`config.mk`:
```
export PLATFORM = sky130hd
export DESIGN_NAME = tiger_sdram_arbiter_flat
export DESIGN_NICKNAME = d
export VERILOG_FILES = /design/src/rtl/tiger_sdram_arbiter_if.sv /design/src/rtl/tiger_sdram_arbiter.sv /design/src/flat_wrapper.sv
export SDC_FILE = /design/constraint.sdc
export NUM_CORES = 1
export LEC_CHECK = 0
export CORE_AREA = 2 2 121 123
export DETAILED_ROUTE_END_ITERATION = 8
export DIE_AREA = 0 0 123 125
export PLACE_DENSITY_LB_ADDON = 0.12
export SLEW_MARGIN = 20
export SYNTH_ARGS = -nofsm -noshare
export SYNTH_HDL_FRONTEND = slang
export SYNTH_SLANG_ARGS = --single-unit
export TNS_END_PERCENT = 30
```
`constraint.sdc`:
```
create_clock -name clk -period 2.19 [get_ports clk]
set_clock_uncertainty 0.2 [all_clocks]
set_input_delay 0.438 -clock clk [delete_from_list [all_inputs] [get_ports clk]]
set_output_delay 0.438 -clock clk [all_outputs]
set_load 0.01 [all_outputs]
```
`src/rtl/tiger_sdram_arbiter_if.sv`:
```
// Single-word Avalon-MM port bundle shared by the two refill masters and the SDRAM controller side.
// "master" is the side that issues requests, "slave" is the side that services them.
interface tiger_sdram_arbiter_if #(
    parameter int ADDR_W = 32,
    parameter int DATA_W = 32
);
    logic [ADDR_W-1:0]   address;
    logic                read;
    logic                write;
    logic [DATA_W-1:0]   writedata;
    logic [DATA_W/8-1:0] byteenable;
    logic                waitrequest;
    logic [DATA_W-1:0]   readdata;
    logic                readdatavalid;

    modport master (
        output address, read, write, writedata, byteenable,
        input  waitrequest, readdata, readdatavalid
    );

    modport slave (
        input  address, read, write, writedata, byteenable,
        output waitrequest, readdata, readdatavalid
    );
endinterface

```
`src/rtl/tiger_sdram_arbiter.sv`:
```
// Round-robin arbiter putting the instruction (m0) and data (m1) refill masters onto one SDRAM port;
// a tag FIFO of owner ids routes pipelined read returns back to whichever master issued them.
module tiger_sdram_arbiter #(
    parameter int ADDR_W   = 32,
    parameter int DATA_W   = 32,
    parameter int MAX_PEND = 4
) (
    input  logic clk,
    input  logic reset,
    tiger_sdram_arbiter_if.slave  m0,
    tiger_sdram_arbiter_if.slave  m1,
    tiger_sdram_arbiter_if.master s,
    output logic err_underflow
);
    localparam int PTR_W = (MAX_PEND > 1) ? $clog2(MAX_PEND) : 1;
    localparam int CNT_W = PTR_W + 1;

    typedef enum logic [1:0] {IDLE, OWN0, OWN1} state_t;

    state_t            state_q;
    logic              last_owner_q;
    logic [CNT_W-1:0]  pend_cnt_q;
    logic [CNT_W-1:0]  pend_cnt_d;
    logic [PTR_W-1:0]  wr_ptr_q;
    logic [PTR_W-1:0]  rd_ptr_q;
    logic              err_q;
    logic              tag_mem [MAX_PEND];

    logic own0, own1, req0, req1;
    logic own_read, own_write, full, rd_block;
    logic accept, push, pop, has_pend, head_tag;

    assign own0      = (state_q == OWN0);
    assign own1      = (state_q == OWN1);
    assign req0      = m0.read | m0.write;
    assign req1      = m1.read | m1.write;
    assign own_read  = (own0 & m0.read)  | (own1 & m1.read);
    assign own_write = (own0 & m0.write) | (own1 & m1.write);

    // Full is judged on the registered count, so a same-cycle return never unblocks a read.
    assign full      = (pend_cnt_q == CNT_W'(MAX_PEND));
    assign rd_block  = own_read & full;

    assign s.read       = own_read & ~full;
    assign s.write      = own_write;
    assign s.address    = own1 ? m1.address    : m0.address;
    assign s.writedata  = own1 ? m1.writedata  : m0.writedata;
    assign s.byteenable = own1 ? m1.byteenable : m0.byteenable;

    assign accept   = (s.read | s.write) & ~s.waitrequest;
    assign push     = s.read & ~s.waitrequest;
    assign has_pend = (pend_cnt_q != '0);
    assign pop      = s.readdatavalid & has_pend;
    assign head_tag = tag_mem[rd_ptr_q];

    assign m0.waitrequest   = own0 ? (s.waitrequest | rd_block) : 1'b1;
    assign m1.waitrequest   = own1 ? (s.waitrequest | rd_block) : 1'b1;
    assign m0.readdata      = s.readdata;
    assign m1.readdata      = s.readdata;
    assign m0.readdatavalid = pop & ~head_tag;
    assign m1.readdatavalid = pop & head_tag;
    assign err_underflow    = err_q;

    always_comb begin
        pend_cnt_d = pend_cnt_q;
        case ({push, pop})
            2'b10:   pend_cnt_d = pend_cnt_q + CNT_W'(1);
            2'b01:   pend_cnt_d = pend_cnt_q - CNT_W'(1);
            default: pend_cnt_d = pend_cnt_q;
        endcase
    end

    // Tag storage needs no reset: validity is carried entirely by the pointers and count.
    always_ff @(posedge clk) begin
        if (push) begin
            tag_mem[wr_ptr_q] <= own1;
        end
    end

    always_ff @(posedge clk or posedge reset) begin
        if (reset) begin
            state_q      <= IDLE;
            last_owner_q <= 1'b1;
            pend_cnt_q   <= '0;
            wr_ptr_q     <= '0;
            rd_ptr_q     <= '0;
            err_q        <= 1'b0;
        end else begin
            pend_cnt_q <= pend_cnt_d;
            if (push) begin
                wr_ptr_q <= wr_ptr_q + PTR_W'(1);
            end
            if (pop) begin
                rd_ptr_q <= rd_ptr_q + PTR_W'(1);
            end
            if (s.readdatavalid & ~has_pend) begin
                err_q <= 1'b1;
            end

            case (state_q)
                IDLE: begin
                    if (req0 & req1) begin
                        state_q <= last_owner_q ? OWN0 : OWN1;
                    end else if (req0) begin
                        state_q <= OWN0;
                    end else if (req1) begin
                        state_q <= OWN1;
                    end
                end
                OWN0: begin
                    if (accept) begin
                        last_owner_q <= 1'b0;
                        state_q      <= req1 ? OWN1 : OWN0;
                    end else if (!req0) begin
                        state_q <= req1 ? OWN1 : IDLE;
                    end
                end
                OWN1: begin
                    if (accept) begin
                        last_owner_q <= 1'b1;
                        state_q      <= req0 ? OWN0 : OWN1;
                    end else if (!req1) begin
                        state_q <= req0 ? OWN0 : IDLE;
                    end
                end
                default: state_q <= IDLE;
            endcase
        end
    end
endmodule

```
`src/flat_wrapper.sv`:
```
// flat-port wrapper written by rule: the top's interface ports become plain ports
module tiger_sdram_arbiter_flat 
#(
    parameter int ADDR_W   = 32,
    parameter int DATA_W   = 32,
    parameter int MAX_PEND = 4
)
  (clk, reset, err_underflow, m0_address, m0_read, m0_write, m0_writedata, m0_byteenable, m0_waitrequest, m0_readdata, m0_readdatavalid, m1_address, m1_read, m1_write, m1_writedata, m1_byteenable, m1_waitrequest, m1_readdata, m1_readdatavalid, s_address, s_read, s_write, s_writedata, s_byteenable, s_waitrequest, s_readdata, s_readdatavalid);
  tiger_sdram_arbiter_if #(.ADDR_W(ADDR_W), .DATA_W(DATA_W)) m0_i ();
  tiger_sdram_arbiter_if #(.ADDR_W(ADDR_W), .DATA_W(DATA_W)) m1_i ();
  tiger_sdram_arbiter_if #(.ADDR_W(ADDR_W), .DATA_W(DATA_W)) s_i ();
  input  logic clk;
  input  logic reset;
  output logic err_underflow;
  input wire logic [$bits(m0_i.address)-1:0] m0_address;
  input wire logic [$bits(m0_i.read)-1:0] m0_read;
  input wire logic [$bits(m0_i.write)-1:0] m0_write;
  input wire logic [$bits(m0_i.writedata)-1:0] m0_writedata;
  input wire logic [$bits(m0_i.byteenable)-1:0] m0_byteenable;
  output wire logic [$bits(m0_i.waitrequest)-1:0] m0_waitrequest;
  output wire logic [$bits(m0_i.readdata)-1:0] m0_readdata;
  output wire logic [$bits(m0_i.readdatavalid)-1:0] m0_readdatavalid;
  input wire logic [$bits(m1_i.address)-1:0] m1_address;
  input wire logic [$bits(m1_i.read)-1:0] m1_read;
  input wire logic [$bits(m1_i.write)-1:0] m1_write;
  input wire logic [$bits(m1_i.writedata)-1:0] m1_writedata;
  input wire logic [$bits(m1_i.byteenable)-1:0] m1_byteenable;
  output wire logic [$bits(m1_i.waitrequest)-1:0] m1_waitrequest;
  output wire logic [$bits(m1_i.readdata)-1:0] m1_readdata;
  output wire logic [$bits(m1_i.readdatavalid)-1:0] m1_readdatavalid;
  output wire logic [$bits(s_i.address)-1:0] s_address;
  output wire logic [$bits(s_i.read)-1:0] s_read;
  output wire logic [$bits(s_i.write)-1:0] s_write;
  output wire logic [$bits(s_i.writedata)-1:0] s_writedata;
  output wire logic [$bits(s_i.byteenable)-1:0] s_byteenable;
  input wire logic [$bits(s_i.waitrequest)-1:0] s_waitrequest;
  input wire logic [$bits(s_i.readdata)-1:0] s_readdata;
  input wire logic [$bits(s_i.readdatavalid)-1:0] s_readdatavalid;
  assign m0_i.address = m0_address;
  assign m0_i.read = m0_read;
  assign m0_i.write = m0_write;
  assign m0_i.writedata = m0_writedata;
  assign m0_i.byteenable = m0_byteenable;
  assign m0_waitrequest = m0_i.waitrequest;
  assign m0_readdata = m0_i.readdata;
  assign m0_readdatavalid = m0_i.readdatavalid;
  assign m1_i.address = m1_address;
  assign m1_i.read = m1_read;
  assign m1_i.write = m1_write;
  assign m1_i.writedata = m1_writedata;
  assign m1_i.byteenable = m1_byteenable;
  assign m1_waitrequest = m1_i.waitrequest;
  assign m1_readdata = m1_i.readdata;
  assign m1_readdatavalid = m1_i.readdatavalid;
  assign s_address = s_i.address;
  assign s_read = s_i.read;
  assign s_write = s_i.write;
  assign s_writedata = s_i.writedata;
  assign s_byteenable = s_i.byteenable;
  assign s_i.waitrequest = s_waitrequest;
  assign s_i.readdata = s_readdata;
  assign s_i.readdatavalid = s_readdatavalid;
  tiger_sdram_arbiter #(.ADDR_W(ADDR_W), .DATA_W(DATA_W), .MAX_PEND(MAX_PEND)) u_core (.clk(clk), .reset(reset), .m0(m0_i), .m1(m1_i), .s(s_i), .err_underflow(err_underflow));
endmodule
```
# Word level (Yosys, flattened, before mapping)
# Memories as Yosys holds them, arrays and structs flattened.
# Cells that the tools add are included.
[totals] reg_bits=11 ram_bits=4 out_inout_bits=139 n_memories=1 word_cells=74
[classes] bitwise_logic=23 n_mux=24 n_eq_ne=10 addsub=4 reduce_logical=6
[memory_table] name="u_core.tag_mem" words=4 word_bits=1 rd=1 rd_ports_with_merged_regs=0 wr=1 line_no="tiger_sdram_arbiter.sv:27" text="logic tag_mem [MAX_PEND];"
[ops] op="$mux W32" n=2
[ops] op="$mux W2" n=11
[ops] op="$and A1 B1 Y1" n=13
[ops] op="$mux W1" n=7
[ops] op="$ne A3 B3 Y1 const B" n=2
[ops] op="$or A1 B1 Y1" n=6
[ops] op="$pmux W2 S3" n=1
[ops] op="$pmux W3 S2" n=1
[ops] op="$reduce_and A3 Y1" n=2
[ops] op="$add A2 B1 Y2 const B" n=2
[ops] op="$eq A2 B1 Y1 const B" n=2
[ops] op="$eq A2 B2 Y1 const B" n=2
[ops] op="$mux W4" n=1
[ops] op="$ne A2 B2 Y1 const B" n=2
[ops] op="$ne A4 B1 Y1 const B" n=1
[ops] op="$not A1 Y1" n=4
[ops] op="$reduce_bool A2 Y1" n=2
[ops] op="$add A3 B1 Y3 const B" n=1
[ops] op="$eq A3 B3 Y1 const B" n=1
[ops] op="$reduce_bool A3 Y1" n=1
[ops] op="$sub A3 B1 Y3 const B" n=1
[ops] op="$logic_not A2 Y1" n=1
[ops] op="$pmux W1 S2" n=1

# Depth between registers and ports, before layout
# Gate-level depths: netlist of the first run.
[logic_depth] ltp_word=8 depth_mapped=11 mapped_depth_nobuf=9

# Least setup slack after synthesis of the first run
# Ideal clock, no wire load.
[synth_timing] path_type="register -> register" startpoint="register u_core.pend_cnt_q[0]" endpoint="register u_core.pend_cnt_q[2]" synth_period_minus_slack_ns=2.156 path_stages_with_launch=11 n_path_buf=1 path_slack_ns=0.034 arrival_ns=1.877 setup_time_ns=0.079 path_cell_list="dfrtp_1 nor3b_2 a211oi_2 buf_4 inv_1 ha_1 inv_1 fa_1 xor2_1 nor2_1 xor2_1"
[synth_between] elab_chain_cells=6 word_cells_on_any_way=12 classes_between="add/sub (2); eq/ne (3); mux (1); bitwise (4); reduce/logical (2)"
[synth_lines] item="start: declaration" line_no="tiger_sdram_arbiter.sv:22" text="logic [CNT_W-1:0] pend_cnt_q;"
[synth_lines] item="start signal: assignment" line_no="tiger_sdram_arbiter.sv:89" text="pend_cnt_q <= pend_cnt_d;"
[synth_lines] item="$eq A3 B3 Y1" line_no="tiger_sdram_arbiter.sv:41" text="assign full = (pend_cnt_q == CNT_W'(MAX_PEND));"
[synth_lines] item="$not A1 Y1" line_no="tiger_sdram_arbiter.sv:44" text="assign s.read = own_read & ~full;"
[synth_lines] item="$and A1 B1 Y1" line_no="tiger_sdram_arbiter.sv:44"
[synth_lines] item="$and A1 B1 Y1" line_no="tiger_sdram_arbiter.sv:51" text="assign push = s.read & ~s.waitrequest;"
[synth_lines] item="$eq A2 B1 Y1 / $eq A2 B2 Y1 (equally long branches)" line_no="tiger_sdram_arbiter.sv:66" text="case ({push, pop})"
[synth_lines] item="$pmux W3 S2 / $reduce_bool A2 Y1 (equally long branches)"
# Several ways; a longest one is shown, not always the timed one.
# A chain may end at the register's enable or synchronous reset.

# Worst setup path in the final report of the first run
[layout_timing] startpoint="register u_core.state_q[0]" endpoint="register u_core.pend_cnt_q[2]"
[layout_between] elab_chain_cells=7 word_cells_on_any_way=11 classes_between="eq/ne (4); mux (1); bitwise (5); reduce/logical (1)"
[layout_lines] item="start: declaration" line_no="tiger_sdram_arbiter.sv:20" text="state_t state_q;"
[layout_lines] item="start signal: assignment" line_no="tiger_sdram_arbiter.sv:103" text="state_q <= last_owner_q ? OWN0 : OWN1;"
[layout_lines] item="start signal: assignment" line_no="tiger_sdram_arbiter.sv:113" text="state_q <= req1 ? OWN1 : OWN0;"
[layout_lines] item="start signal: assignment" line_no="tiger_sdram_arbiter.sv:115" text="state_q <= req1 ? OWN1 : IDLE;"
[layout_lines] item="$eq A2 B1 Y1 / $eq A2 B2 Y1 (equally long branches)" line_no="tiger_sdram_arbiter.sv:33, tiger_sdram_arbiter.sv:34"
[layout_lines] item="$and A1 B1 Y1" line_no="tiger_sdram_arbiter.sv:37" text="assign own_read = (own0 & m0.read) | (own1 & m1.read);"
[layout_lines] item="$or A1 B1 Y1 *" line_no="tiger_sdram_arbiter.sv:37"
[layout_lines] item="$and A1 B1 Y1 *" line_no="tiger_sdram_arbiter.sv:44"
[layout_lines] item="$and A1 B1 Y1 *" line_no="tiger_sdram_arbiter.sv:51"
[layout_lines] item="$eq A2 B1 Y1 / $eq A2 B2 Y1 (equally long branches)" line_no="tiger_sdram_arbiter.sv:66"
[layout_lines] item="$pmux W3 S2 / $reduce_bool A2 Y1 (equally long branches)"
# Mark *: on every way between the ends. The rest lies on a longest branch, timed or not.

==> results of run 1 <==
## routing by layer
layer | track usage, % | part of all wire (%) | vias to the layer above
li1 | - | - | 1429
met1 | 14.4 | 35 | 1195
met2 | 27.5 | 56 | 145
met3 | 3.88 | 7.7 | 12
met4 | 2.81 | 1.9 | 0
met5 | 0 | 0 | -
## sequential cells by signal, summed over array words and instances (netlist names)
name,flops
u_core.last_owner_q,1
u_core.pend_cnt_q,3
u_core.err_underflow,1
u_core.rd_ptr_q,2
u_core.wr_ptr_q,2
u_core.tag_mem,4
u_core.state_q,2
## layout make-up
type | count | area [µm²]
inverter | 11 | 48.8
sequential | 15 | 397
timing repair buffer | 253 | 2390
clock inverter | 1 | 7.51
multi-input combinational | 265 | 1290
fill | 1613 | 9770
clock buffer | 3 | 75.1
tap | 184 | 230
## metrics by stage
step	power, W	util (%)	hold slack [ns]
2_1_floorplan	0.00224	-	0.0897
3_3_place_gp	0.00424	30.7	0.240
3_5_place_dp	0.00426	30.7	0.248
4_1_cts	0.00449	31.3	0.261
5_1_grt	0.00486	31.2	0.285
6_report	0.00448	31.2	0.255
## cell families after synthesis
group           after synthesis  share of synthesized area [%]
simple gates                235                           42.5
buf+inv                      93                           27.0
flops                        15                           17.6
compound gates               14                           4.34
xor+xnor                      6                           2.33
fa+ha+maj                     6                           3.67
mux                           4                           2.56
## worst paths after layout
kind	startpoint	end	slack (ns)	cells after the start
min in group asynchronous	reset	u_core.err_underflow	0.30	2
hold reg to reg	u_core.err_underflow	u_core.err_underflow	0.25	1
setup reg to reg	u_core.state_q[0]	u_core.pend_cnt_q[2]	-0.02	10
hold / removal	u_core.err_underflow	u_core.err_underflow	0.25	1
setup / recovery	u_core.state_q[0]	u_core.pend_cnt_q[2]	-0.02	10
max in group asynchronous	reset	u_core.last_owner_q	1.14	2
## worst reg2reg max path, stage by stage, from the launching register on
cell and delay, ns:
dfrtp_1 0.38, buf_6 0.14, nand3b_1 0.22, a211oi_2 0.28, inv_1 0.07, ha_2 0.20, inv_2 0.06, fa_2 0.20
xor2_1 0.14, nor2_1 0.07, xor2_1 0.14
## power breakdown
part	leakage [nW]	switching [W]	total (W)	internal [W]
sequential	0.163	0.0000977	0.000516	0.000418
combinational	2.01	0.00179	0.00360	0.00181
clock	0.0371	0.000117	0.000363	0.000246
total	2.21	0.00201	0.00448	0.00248
## layout by cell type, fill, tap and decap left out, types with 4 or more instances in the layout
cell	netlist	routed
clkdlybuf4s15_1	0	12
o21ai_0	4	4
buf_12	0	6
xnor2_1	4	4
nor2_1	5	5
edfxtp_1	4	4
ha_1	5	4
clkbuf_2	0	23
and2_1	5	5
buf_2	2	10
buf_6	1	7
inv_1	10	8
buf_4	66	25
nand2_1	209	206
dfrtp_1	10	10
dlygate4sd2_1	0	21
clkdlybuf4s50_1	0	142
## timing repair
action / in CTS / in global routing
resized for setup: 144 / 75
gates cloned: 1 / 0
setup endpoints to repair: 75 / 42
setup buffers: 1 / 6
pin swaps: 1 / 7
==> impl_metrics.tcl, run 1 <==
set metrics [dict create \
    status "finished with violations" \
    failed_checks "negative setup slack" \
    grt_pass1_vias 2775 \
    critPathBufInv 3 \
    yosysUniqueCellTypes 41 \
    routed_wl_um 11500 \
    ant_nets 0 \
    critPathSlowestCell "dfrtp_1" \
    max_freq_mhz 454 \
    cp-start-kind "flop" \
    hold_buffers 0 \
    syn_area_per_cell_um2 6.03 \
    gr-usage-all-layers_pct 14.0 \
    grt_overflow_total 0 \
    clk_path_buf_depth 2 \
    port_buffers 218 \
    num_vias 2781 \
    yosys.area.top_type "nand2_1" \
    cts_root_buf "clkbuf_16" \
    design_area_um2 4430 \
    wl_per_cell_um 15.7 \
    required_ns 2.12 \
    die_h_um 125 \
    area_delta_synth_final_pct 96.9 \
    yosys_warnings 0 \
    rsz0062_at_grt "true" \
    drtIter0Drc 89 \
    ys_ff_latch 15 \
    antenna_found_initial 0 \
    maxCapViolCount 0 \
    finalSetupTns_ns -0.0151 \
    max_slew_margin_pct 69.6 \
    crit_type "reg -> reg" \
    clkTransAtPathRegs_ns 0.05 \
    cts_buffers 3 \
    grt_max_degree 25 \
    final_nets 731 \
    cts-htree-levels 1 \
    synth_top_area_share_pct 34.9 \
    setup_ws_ns -0.0151 \
    start_util_pct 15.8 \
    cp_data_arrival_time_ns 2.14 \
    grt_pass1_wl_um 16300 \
    fin_crit_ns 2.21 \
    ys_top_cells_by_area "nand2_1, buf_4, dfrtp_1" \
    syn_nets 555 \
    ioPinCount 315 \
    ys_async_sr_fraction_pct 73.3 \
    crit_fanout 5 \
    place_area_um2 4360 \
    clock-sinks 15 \
    synth_ff_type "dfrtp_1" \
    dp.final_hpwl_um 9970 \
    core_um2 14200 \
    vias_per_cell 3.80 \
    min_period_over_period_pct 101 \
    end_kind "flop" \
    cts_tree "yes" \
    stdcell_count 732 \
    max_stage_delay_ns 0.38 \
    p_leak_nw 2.21 \
    synth.most_common_cell "nand2_1" \
    hp-class "reg -> reg" \
    synth_edf_count 4 \
    dieArea_um2 15400 \
    finalSetupViolations 1 \
    crit_chain "buf_6, nand3b_1, a211oi_2, inv_1, ha_2, inv_2, fa_2, xor2_1, nor2_1, xor2_1" \
    worst_pin_slew_ns 0.456 \
    layout-drive-gt1-share_pct 18.2 \
    dr.pass1.iters 4 \
    crit_family "adder cells" \
    gp_congestion 0.857 \
    finalHoldViolations 0 \
    place_worst_setup_slack_ns -0.321 \
    yosysSeqAreaShare_pct 17.6 \
    drc 0 \
    diodes 0 \
    ys_top_cells_by_count "nand2_1, buf_4, clkbuf_1" \
    syn_area_um2 2250 \
    power_density_nw_per_um2 1010 \
    irDropWorstVdd_mv 0.394 \
    slew_viol_final 0 \
    die-width_um 123 \
    netlist_instances 373 \
    critPathMostFrequentCell "xor2_1" \
    rows 44 \
    clk_latency_ns 0.25 \
    numPlacedInstances 720 \
]
Note: power is estimated with default switching activity, not from simulation.
==> inputs of run 2 (changes only) <==
- RECOVER_POWER: default -> 50
==> impl_metrics.tcl, run 2 (same netlist as run 1, synthesis figures left out) <==
set metrics [dict create \
    status "finished with violations" \
    failed_checks "negative setup slack" \
    multi_input_area_um2 1290 \
    fill_cells 1613 \
    die_h_um 125 \
    final_nets 731 \
    design_area_um2 4430 \
    worst_pin_slew_ns 0.456 \
    num_vias 2781 \
    dr.pass1.iters 4 \
    diodes 0 \
    start_util_pct 15.8 \
    cp_data_arrival_time_ns 2.14 \
    max_freq_mhz 454 \
    hold_buffers 0 \
    rows 44 \
    port_buffers 218 \
    crit_type "reg -> reg" \
    cts_buffers 3 \
    power_density_nw_per_um2 1010 \
    grt_pass1_wl_um 16300 \
    top_register "u_core.tag_mem" \
    final_common_cell "nand2_1" \
    final_core_util_pct 31.2 \
    largest_register_ff_count 4 \
    rsz0062_at_grt "true" \
    p_leak_nw 2.21 \
    core_um2 14200 \
    gr-usage-all-layers_pct 14.0 \
    vias_per_cell 3.80 \
    clock_power_share_pct 8.1 \
    p_int_w 0.00248 \
    gp_congestion 0.857 \
    ant_nets 0 \
    place_area_um2 4360 \
    clkTransAtPathRegs_ns 0.05 \
    p_seq_share_pct 11.5 \
    clk_latency_ns 0.25 \
    switching_share_pct 44.8 \
    cts_tree "yes" \
    clk_path_buf_depth 2 \
    reg.largest.list "u_core.tag_mem x4, u_core.pend_cnt_q x3" \
    grt_max_degree 25 \
    max_slew_margin_pct 69.6 \
    cts-htree-levels 1 \
    drc 0 \
    wl_per_cell_um 15.7 \
    layout-drive-gt1-share_pct 18.2 \
    place_worst_setup_slack_ns -0.321 \
    seq_area_um2 397 \
    end_kind "flop" \
    hp-class "reg -> reg" \
    fin_crit_ns 2.21 \
    dp.final_hpwl_um 9970 \
    grt_overflow_total 0 \
    clock-sinks 15 \
    maxCapViolCount 0 \
    cts_root_buf "clkbuf_16" \
    ioPinCount 315 \
    grt_pass1_vias 2775 \
    routed_wl_um 11500 \
    finalSetupViolations 1 \
    min_period_over_period_pct 101 \
    irDropWorstVdd_mv 0.394 \
    finalHoldViolations 0 \
    die-width_um 123 \
    dieArea_um2 15400 \
    drtIter0Drc 89 \
    combinationalPowerShare_pct 80.4 \
    netSwitchingPower_w 0.00201 \
    setup_ws_ns -0.0151 \
    cp-start-kind "flop" \
    area_delta_synth_final_pct 96.9 \
    crit_fanout 5 \
    required_ns 2.12 \
    slew_viol_final 0 \
    most-common-layout-cells "nand2_1, clkdlybuf4s50_1, buf_4" \
    antenna_found_initial 0 \
]
[run 2: cell count changes in the layout (fill, tap and decap cells not counted), sizes merged]
cell,delta
dlygate4sd3,+1
clkdlybuf4s50,-1
[run 2: critical path: stages (launching register included)]
cell      delay (ns)
dfrtp_1         0.38
buf_6           0.14
nand3b_1        0.22
a211oi_2        0.28
inv_1           0.07
ha_2            0.20
inv_2           0.06
fa_2            0.20
xor2_1          0.14
nor2_1          0.07
xor2_1          0.14
[run 2: area by class of cell]
type / instances / share of cell area [%]
Timing Repair Buffer: 253 / 53.9
Clock inverter: 1 / 0.169
Multi-Input combinational cell: 265 / 29.0
Clock buffer: 3 / 1.69
Inverter: 11 / 1.10
Tap cell: 184 / 5.19
Sequential cell: 15 / 8.95
[run 2: metal layers]
metal  vias to the layer above  wire, µm  GRT usage [%]
li1                       1429         -              -
met1                      1195      4010           14.4
met2                       145      6410           27.5
met3                        12       883           3.88
met4                         0       214           2.81
met5                         -         0              0
[run 2: final timing paths]
| kind | start | to | cells after the start | slack [ns] |
|---|---|---|---|---|
| min in group asynchronous | reset | u_core.err_underflow | 2 | 0.44 |
| max | u_core.state_q[0] | u_core.pend_cnt_q[2] | 10 | -0.02 |
| min reg2reg | u_core.err_underflow | u_core.err_underflow | 1 | 0.25 |
| min | u_core.err_underflow | u_core.err_underflow | 1 | 0.25 |
| max in group asynchronous | reset | u_core.last_owner_q | 2 | 1.01 |
| max reg2reg | u_core.state_q[0] | u_core.pend_cnt_q[2] | 10 | -0.02 |
[run 2: repair_timing]
action | in CTS | in global routing
buffers inserted | 1 | 6
gates resized for setup | 144 | 75
pin swaps | 1 | 7
endpoints found under the setup margin | 75 | 42
gates cloned | 1 | 0
[run 2: power groups by stage]
stage / clock network (W) / logic [W] / registers (W)
after floorplan: 0 / 0.00174 / 0.000500
final: 0.000363 / 0.00360 / 0.000516
after detailed placement: 0 / 0.00376 / 0.000503
after global routing: 0.000384 / 0.00395 / 0.000535
after CTS: 0.000372 / 0.00361 / 0.000508
after global placement: 0 / 0.00375 / 0.000499
[run 2: through the flow]
stage	hold WS [ns]	TNS [ns]	total power [W]	std cells
2_1_floorplan	0.0897	0	0.00224	373
3_5_place_dp	0.248	-5.80	0.00426	720
3_3_place_gp	0.240	-5.99	0.00424	720
4_1_cts	0.261	-0.622	0.00449	726
5_1_grt	0.285	-0.199	0.00486	732
6_report	0.255	-0.0151	0.00448	732
==> inputs of run 3 (changes only) <==
- CORE_AREA: 2 2 121 123 -> 4 4 119 121
==> impl_metrics.tcl, run 3 (same netlist as run 1, synthesis figures left out) <==
set metrics [dict create \
    status "finished, final reports clean" \
    min_from "u_core.err_underflow" \
    cts_root_buf "clkbuf_16" \
    grt_overflow_total 0 \
    wl_per_cell_um 15.4 \
    stdcell_count 725 \
    final_nets 732 \
    ant_nets 0 \
    min_period_over_period_pct 97.7 \
    numPlacedInstances 709 \
    crit_chain "nand2b_4, buf_4, buf_12, nand2_1, nand2_1, dlygate4sd2_1" \
    holdPathStages 1 \
    maxCapViolCount 0 \
    grt_pass1_vias 2828 \
    hold_buffers 0 \
    clk_latency_ns 0.24 \
    slew_viol_final 0 \
    multi_input_area_um2 1270 \
    gr-usage-all-layers_pct 13.6 \
    core_um2 13100 \
    die_h_um 125 \
    max_freq_mhz 467 \
    end_kind "primary output" \
    diodes 0 \
    dieArea_um2 15400 \
    crit_start "u_core.state_q[0]" \
    num_vias 2764 \
    design_area_um2 4450 \
    fill_cells 1404 \
    reg.largest.list "u_core.tag_mem x4, u_core.pend_cnt_q x3" \
    cts_buffers 3 \
    cp-start-kind "flop" \
    hp-class "reg -> reg" \
    hold_ws_ns 0.263 \
    r2r_cells 10 \
    worst_pin_slew_ns 0.447 \
    critPathMostFrequentCell "nand2_1" \
    antenna_found_initial 0 \
    routed_wl_um 11100 \
    dp.final_hpwl_um 9600 \
    power_density_nw_per_um2 995 \
    seq_area_um2 397 \
    clock-sinks 15 \
    ioPinCount 315 \
    finalHoldViolations 0 \
    max_stage_delay_ns 0.38 \
    finalSetupTns_ns 0 \
    top_register "u_core.tag_mem" \
    die-width_um 123 \
    critPathSlowestCell "dfrtp_1" \
    crit_fanout 20 \
    most-common-layout-cells "nand2_1, clkdlybuf4s50_1, clkdlybuf4s15_1" \
    drc 0 \
    port_buffers 218 \
    area_delta_synth_final_pct 97.7 \
    grt_max_degree 27 \
    place_area_um2 4320 \
    p_leak_nw 2.20 \
    r2r-start "u_core.state_q[0]" \
    rows 42 \
    drtIter0Drc 98 \
    clkTransAtPathRegs_ns 0.05 \
    layout-drive-gt1-share_pct 15.8 \
    grt_pass1_wl_um 16200 \
    rsz0062_at_grt "true" \
    cts_tree "yes" \
    cp_data_arrival_time_ns 1.50 \
    gp_congestion 0.851 \
    vias_per_cell 3.81 \
    clk_path_buf_depth 2 \
    finalSetupViolations 0 \
    required_ns 1.55 \
    start_util_pct 17.2 \
    max_slew_margin_pct 70.2 \
    dr.pass1.iters 4 \
    crit_type "reg -> out" \
    largest_register_ff_count 4 \
    irDropWorstVdd_mv 0.334 \
    cts-htree-levels 1 \
    fin_crit_ns 2.14 \
    final_common_cell "nand2_1" \
]
run 3: where the power goes:
group,switching (W),internal (W)
clock network,0.000101,0.000246
logic,0.00174,0.00183
registers,0.0000937,0.000419
total,0.00194,0.00249
run 3: routing by layer:
layer  GRT usage (%)  wire, µm  part of all wire [%]  up-vias
li1                -         -                     -     1435
met1            14.8      3970                    36     1168
met2            25.5      6050                    54      147
met3            4.29       893                   8.0       14
met4            3.06       216                   1.9        0
met5               0         0                     0        -
run 3: worst max-delay path: cells and delay by family (launching register included):
| family | cells | cell delay [ns] |
|---|---|---|
| DFF | 1 | 0.38 |
| and+or+nand+nor | 3 | 0.30 |
| buffers and inverters | 3 | 0.58 |
run 3: cell type report:
| type | instances | area share, % |
|---|---|---|
| Clock buffer | 4 | 1.77 |
| Sequential cell | 15 | 8.91 |
| Multi-Input combinational cell | 265 | 28.6 |
| Tap cell | 176 | 4.95 |
| Timing Repair Buffer | 254 | 54.6 |
| Inverter | 11 | 1.10 |
run 3: stage by stage:
step | util (%) | total power [W] | setup WS [ns]
final | 34.0 | 0.00443 | 0.0498
after global routing | 34.0 | 0.00483 | -0.0675
after CTS | 33.6 | 0.00437 | -0.236
after detailed placement | 33.0 | 0.00416 | -0.315
after global placement | 33.0 | 0.00416 | -0.286
after floorplan | - | 0.00224 | 0.0335
run 3: path summary, 6_finish.rpt:
path / slack, ns / end
max reg2reg: 0.06 / u_core.pend_cnt_q[2]
min in group asynchronous: 0.45 / u_core.rd_ptr_q[1]
max: 0.05 / s_writedata[27]
min reg2reg: 0.26 / u_core.err_underflow
max in group asynchronous: 1.01 / u_core.last_owner_q
min: 0.26 / u_core.err_underflow
run 3: what timing repair did:
action	in CTS	in global routing
resized for setup	133	72
pin swaps	2	4
endpoints found under the setup margin	76	56
cloned	1	0
buffers inserted	2	9
